$ cat src/rtl/div_unit_seq.sv
// Sequential restoring radix-2 divider for DIV/DIVU/REM/REMU.
// One quotient bit per clock over XLEN cycles, then a sign-fix cycle.
// Divide-by-zero and signed overflow skip the iterations entirely.
module div_unit_seq #(
  parameter int XLEN = 32
) (
  input  logic            clk,
  input  logic            rst,
  input  logic            start,
  input  logic [1:0]      div_opcode,
  input  logic [XLEN-1:0] operand1,
  input  logic [XLEN-1:0] operand2,
  input  logic            flush,
  output logic            busy,
  output logic            stall,
  output logic            done,
  output logic [XLEN-1:0] result_divide
);

  localparam int CW = $clog2(XLEN + 1);
  localparam logic [XLEN-1:0] INT_MIN = {1'b1, {(XLEN-1){1'b0}}};

  typedef enum logic [1:0] {S_IDLE, S_CALC, S_FIX, S_DONE} state_e;

  state_e          state_q, state_d;
  logic [1:0]      op_q, op_d;
  logic [XLEN-1:0] quot_q, quot_d;
  logic [XLEN-1:0] rem_q, rem_d;
  logic [XLEN-1:0] divisor_q, divisor_d;
  logic [CW-1:0]   cnt_q, cnt_d;
  logic            neg_quot_q, neg_quot_d;
  logic            neg_rem_q, neg_rem_d;
  logic [XLEN-1:0] result_q, result_d;

  // Combinational helpers for the current step
  logic [XLEN:0]   diff;
  logic            signed_op;
  logic            op1_neg;
  logic            op2_neg;

  // State and datapath registers
  always_ff @(posedge clk or posedge rst) begin
    // NOTE: sequential state uses non-blocking assignments so every register
    // samples the pre-edge values of the others, independent of statement order.
    if (rst) begin
      state_q    <= S_IDLE;
      op_q       <= '0;
      quot_q     <= '0;
      rem_q      <= '0;
      divisor_q  <= '0;
      cnt_q      <= '0;
      neg_quot_q <= 1'b0;
      neg_rem_q  <= 1'b0;
      result_q   <= '0;
    end else begin
      state_q    <= state_d;
      op_q       <= op_d;
      quot_q     <= quot_d;
      rem_q      <= rem_d;
      divisor_q  <= divisor_d;
      cnt_q      <= cnt_d;
      neg_quot_q <= neg_quot_d;
      neg_rem_q  <= neg_rem_d;
      result_q   <= result_d;
    end
  end

  // Next-state logic, iteration step and result formation
  always_comb begin
    // NOTE: every signal gets a default before the case so no path leaves one
    // unassigned, which would otherwise infer a latch.
    state_d    = state_q;
    op_d       = op_q;
    quot_d     = quot_q;
    rem_d      = rem_q;
    divisor_d  = divisor_q;
    cnt_d      = cnt_q;
    neg_quot_d = neg_quot_q;
    neg_rem_d  = neg_rem_q;
    result_d   = result_q;
    signed_op  = ~div_opcode[0];
    op1_neg    = signed_op & operand1[XLEN-1];
    op2_neg    = signed_op & operand2[XLEN-1];
    // Trial subtraction on the shifted partial remainder (one extra bit of headroom)
    diff       = {rem_q, quot_q[XLEN-1]} - {1'b0, divisor_q};

    unique case (state_q)
      S_IDLE: begin
        if (start && !flush) begin
          op_d       = div_opcode;
          quot_d     = op1_neg ? -operand1 : operand1;
          divisor_d  = op2_neg ? -operand2 : operand2;
          rem_d      = '0;
          cnt_d      = '0;
          neg_quot_d = op1_neg ^ op2_neg;
          neg_rem_d  = op1_neg;
          if (operand2 == '0) begin
            result_d = div_opcode[1] ? operand1 : '1;
            state_d  = S_DONE;
          end else if (signed_op && operand1 == INT_MIN && operand2 == '1) begin
            result_d = div_opcode[1] ? '0 : INT_MIN;
            state_d  = S_DONE;
          end else begin
            state_d = S_CALC;
          end
        end
      end
      S_CALC: begin
        if (flush) begin
          state_d = S_IDLE;
        end else begin
          if (!diff[XLEN]) begin
            rem_d  = diff[XLEN-1:0];
            quot_d = {quot_q[XLEN-2:0], 1'b1};
          end else begin
            rem_d  = {rem_q[XLEN-2:0], quot_q[XLEN-1]};
            quot_d = {quot_q[XLEN-2:0], 1'b0};
          end
          cnt_d = cnt_q + CW'(1);
          if (cnt_q == CW'(XLEN - 1)) state_d = S_FIX;
        end
      end
      S_FIX: begin
        if (flush) begin
          state_d = S_IDLE;
        end else begin
          if (op_q[1]) result_d = neg_rem_q ? -rem_q : rem_q;
          else         result_d = neg_quot_q ? -quot_q : quot_q;
          state_d = S_DONE;
        end
      end
      S_DONE: begin
        state_d = S_IDLE;
      end
      default: begin
        state_d = S_IDLE;
      end
    endcase
  end

  // Status outputs decoded from the registered state
  assign busy          = (state_q != S_IDLE);
  assign stall         = ~rst & (((state_q == S_IDLE) & start) |
                                 (state_q == S_CALC) | (state_q == S_FIX));
  assign done          = (state_q == S_DONE);
  assign result_divide = result_q;

endmodule

$ cat config.mk
export PLATFORM = sky130hd
export DESIGN_NAME = div_unit_seq
export DESIGN_NICKNAME = d
export VERILOG_FILES = /design/src/rtl/div_unit_seq.sv
export SDC_FILE = /design/constraint.sdc
export NUM_CORES = 1
export LEC_CHECK = 0
export ABC_AREA = 0
export BUFFER_PORTS_ARGS = -buffer_cell sky130_fd_sc_hd__buf_2
export CAP_MARGIN = 25
export CORE_MARGIN = 10
export CORE_UTILIZATION = 55
export DETAILED_ROUTE_END_ITERATION = 8
export GPL_ROUTABILITY_DRIVEN = 0
export PLACE_DENSITY = 0.78
export SLEW_MARGIN = 20
export SYNTH_ARGS = -nofsm -noshare
export SYNTH_HDL_FRONTEND = slang
export SYNTH_SLANG_ARGS = --single-unit
$ cat constraint.sdc
create_clock -name clk -period 3.9 [get_ports clk]
set_input_delay 0.39 -clock clk [delete_from_list [all_inputs] [get_ports clk]]
set_output_delay 0.39 -clock clk [all_outputs]
set_load 0.05 [all_outputs]
==> flow_summary.toml <==
[cts]
cts_root_buf = "clkbuf_16"
cts_setup_buffers = 0
h-tree-depth = 4
cts_tree = "built"
clock-sinks = 139
cts_resized = 0
clk_pin_slew_worst_paths_ns = 0.06
clock_path_buffers = 2
postCtsHoldBufs = 0
insertion_delay_ns = 0.44
numCtsBuffers = 17

[floorplanning]
die_w_um = 160
rows = 51
die_y_um = 160
die_area_mm2 = 0.0258
initial_utilization_pct = 55.8
core_area_mm2 = 0.0195
pin_count = 105

[worst_hold_path]
hold_class = "primary input to async pin"

[synth]
synthFlopType = "dfrtp_1"
synthCells = 1390
synth_area_per_cell_um2 = 7.81
ys_seq_area_share_pct = 32.0
syn_nets = 1499
synth_area_mm2 = 0.0109
yosysTopAreaCell = "dfrtp_1"
synth_seq_cells = 139
netlist-cell-type-count = 71
ys.warnings.count = 0
yosysTopAreaCellShare_pct = 32.0
synthArstFlopShare_pct = 100
synth-edff-count = 0
synth_area_leaders = "dfrtp_1 32%, o21ai_0 8.4%, nand2_1 6.3%"

[global_route]
grt_pass1_wl_mm = 50.9
grt_pass1_vias = 10014
grt_overflow_total = 0
antenna_found_initial = 1
grt_usage_pct = 23.7
grt_max_degree = 72

[worst_setup_path]
crit_path_start_kind = "flip-flop"
required_ns = 4.21
path_max_fanout = 60
crit_arrival_ns = 3.80
end_kind = "flip-flop"
critical_path_class = "flip-flop to flip-flop"

[layout]
final_cells = 1742
drive_gt1_share_pct = 13.3
layout-area-overhead-vs-synth_pct = 13.5
fill_cells = 1673
mostFrequentLayoutCells = "183 x o21ai_0, 182 x nand2_1, 139 x dfrtp_1"
final_common_cell = "o21ai_0"
nets = 1574

[route]
wl_per_cell_um = 17.9
num_vias = 10593
dr.first_iter.drc_count = 1182
final_antenna_net_count = 0
drc = 0
viasPerCell = 6.08
drt-total-wl_mm = 31.2
dr.pass1.iters = 6

[sta]
rsz0062_at_grt = "false"
max_freq_ghz = 0.286
final_max_slew_viol_count = 0
finClkSkew_ns = 0.00760
fin_crit_ns = 3.49
tns_ns = 0
hold_slack_ns = -0.00384
slew_headroom_pct = 37.7
finalCritPeriodShare_pct = 89.6
worst_slew_pin_slew_ns = 0.933
setup_viol = 0
hold_violations = 14

[power_and_ir_drop]
p_seq_share_pct = 27.6
switching_share_pct = 45.2
power.share.clock_pct = 19.6
switchingPower_mw = 3.67
power.total_mw = 8.13
power.internal_mw = 4.46
ir_drop_uv = 381
p_comb_share_pct = 52.9
p_leak_nw = 5.35
powerDensity_mw_per_mm2 = 660

[status]
violations = "negative hold slack"
status = "complete, but fails checks"

[place]
hpwlAfterDp_mm = 22.8
placed_cells = 1709
port_buffers = 104

[run]
cap_viol_max_count = 0
==> routing by layer <==
metal	share of wire (%)	vias up	track usage, %
met5	0	-	0
met4	1.9	0	6.89
met3	8.6	50	4.42
met2	45	474	37.0
met1	45	4951	32.7
li1	-	5118	-
==> worst paths after layout <==
path / startpoint / endpoint / slack (ns) / depth (start not counted)
worst max-delay path: quot_q[31]$_DFFE_PP0P_ / rem_q[0]$_DFFE_PP0P_ / 0.41 / 13
worst min-delay path: rst / quot_q[20]$_DFFE_PP0P_ / -0.004 / 2
worst max register to register: quot_q[31]$_DFFE_PP0P_ / rem_q[0]$_DFFE_PP0P_ / 0.41 / 13
worst min register to register: result_divide[27]$_DFFE_PP0P_ / result_divide[27]$_DFFE_PP0P_ / 0.47 / 1
max in group asynchronous: rst / rem_q[7]$_DFFE_PP0P_ / 2.97 / 4
min in group clk: flush / state_q[1]$_DFFE_PP0P_ / 0.23 / 2
==> cell families (layout without fill, tap and decap cells) <==
family	count (synthesis)	after routing	synth area share, %
buffers and inverters	131	217	4.56
xor gates and xnor gates	140	140	11.3
adders and majority gates	39	39	4.56
other	0	1	0
DFF	139	139	32.0
and+or+nand+nor	453	453	19.8
AOI/OAI and AO/OA	470	470	25.9
muxes	18	18	1.77
==> critical path, cell delays in order (launching register included) <==
cell and delay [ns]:
dfrtp_1 0.39, inv_1 0.09, ha_1 0.24, fa_1 0.40, nand2b_1 0.18, a21oi_1 0.21
o211ai_1 0.17, a31oi_1 0.44, a2111oi_0 0.28, a211oi_4 0.31, buf_12 0.30, nor2_1 0.07
a21oi_1 0.18, o22ai_1 0.11
==> registers in the layout, summed over array words and instances (netlist names) <==
| signal | flops |
|---|---|
| divisor_q | 32 |
| quot_q | 32 |
| rem_q | 32 |
| result_divide | 32 |
| cnt_q | 6 |
| state_q | 2 |
| neg_quot_q | 1 |
| neg_rem_q | 1 |
| op_q | 1 |
==> layout make-up <==
type	count	area (um^2)	area share [%]
well taps	265	332	2.69
clock inverters	8	95.1	0.772
multi-input cells	1120	6940	56.3
inverters	52	199	1.61
repair buffers	135	811	6.58
flip-flops and latches	139	3480	28.2
diodes	1	2.50	0.0203
clock buffers	22	464	3.77
==> metrics by stage <==
stage / area [um^2] / hold WS (ns) / setup WS, ns / utilization, %
floorplan: 10900 / 0.450 / 0.718 / -
global placement: 11700 / 0.456 / 0.538 / 60.2
detailed placement: 11700 / 0.461 / 0.493 / 60.2
CTS: 12300 / 0.221 / 0.449 / 63.1
global route: 12300 / 0.0411 / 0.0785 / 63.3
finish: 12300 / -0.00384 / 0.405 / 63.3
==> power groups by stage <==
stage	Sequential (mW)	Clock (mW)	Combinational, mW
floorplan	2.21	0	3.19
global placement	2.23	0	4.12
detailed placement	2.25	0	4.21
CTS	2.23	1.60	4.25
global route	2.29	1.67	4.81
finish	2.24	1.59	4.30
==> synth_stat cells, types with 10 or more instances <==
cell type  number
o21ai_0       183
nand2_1       182
dfrtp_1       139
a21oi_1       128
nor2_1        114
xnor2_1        76
clkbuf_1       72
xor2_1         64
inv_1          52
ha_1           38
o31ai_1        33
nand2b_1       20
or3_1          20
o41ai_1        18
nor3_1         17
a21o_1         15
nand4_1        15
nor2b_1        15
nor4_1         14
o22ai_1        14
nand3_1        11
o21a_1         11
or4_1          11
mux2_2         10
o211ai_1       10
Note: power is estimated with default switching activity, not from simulation.
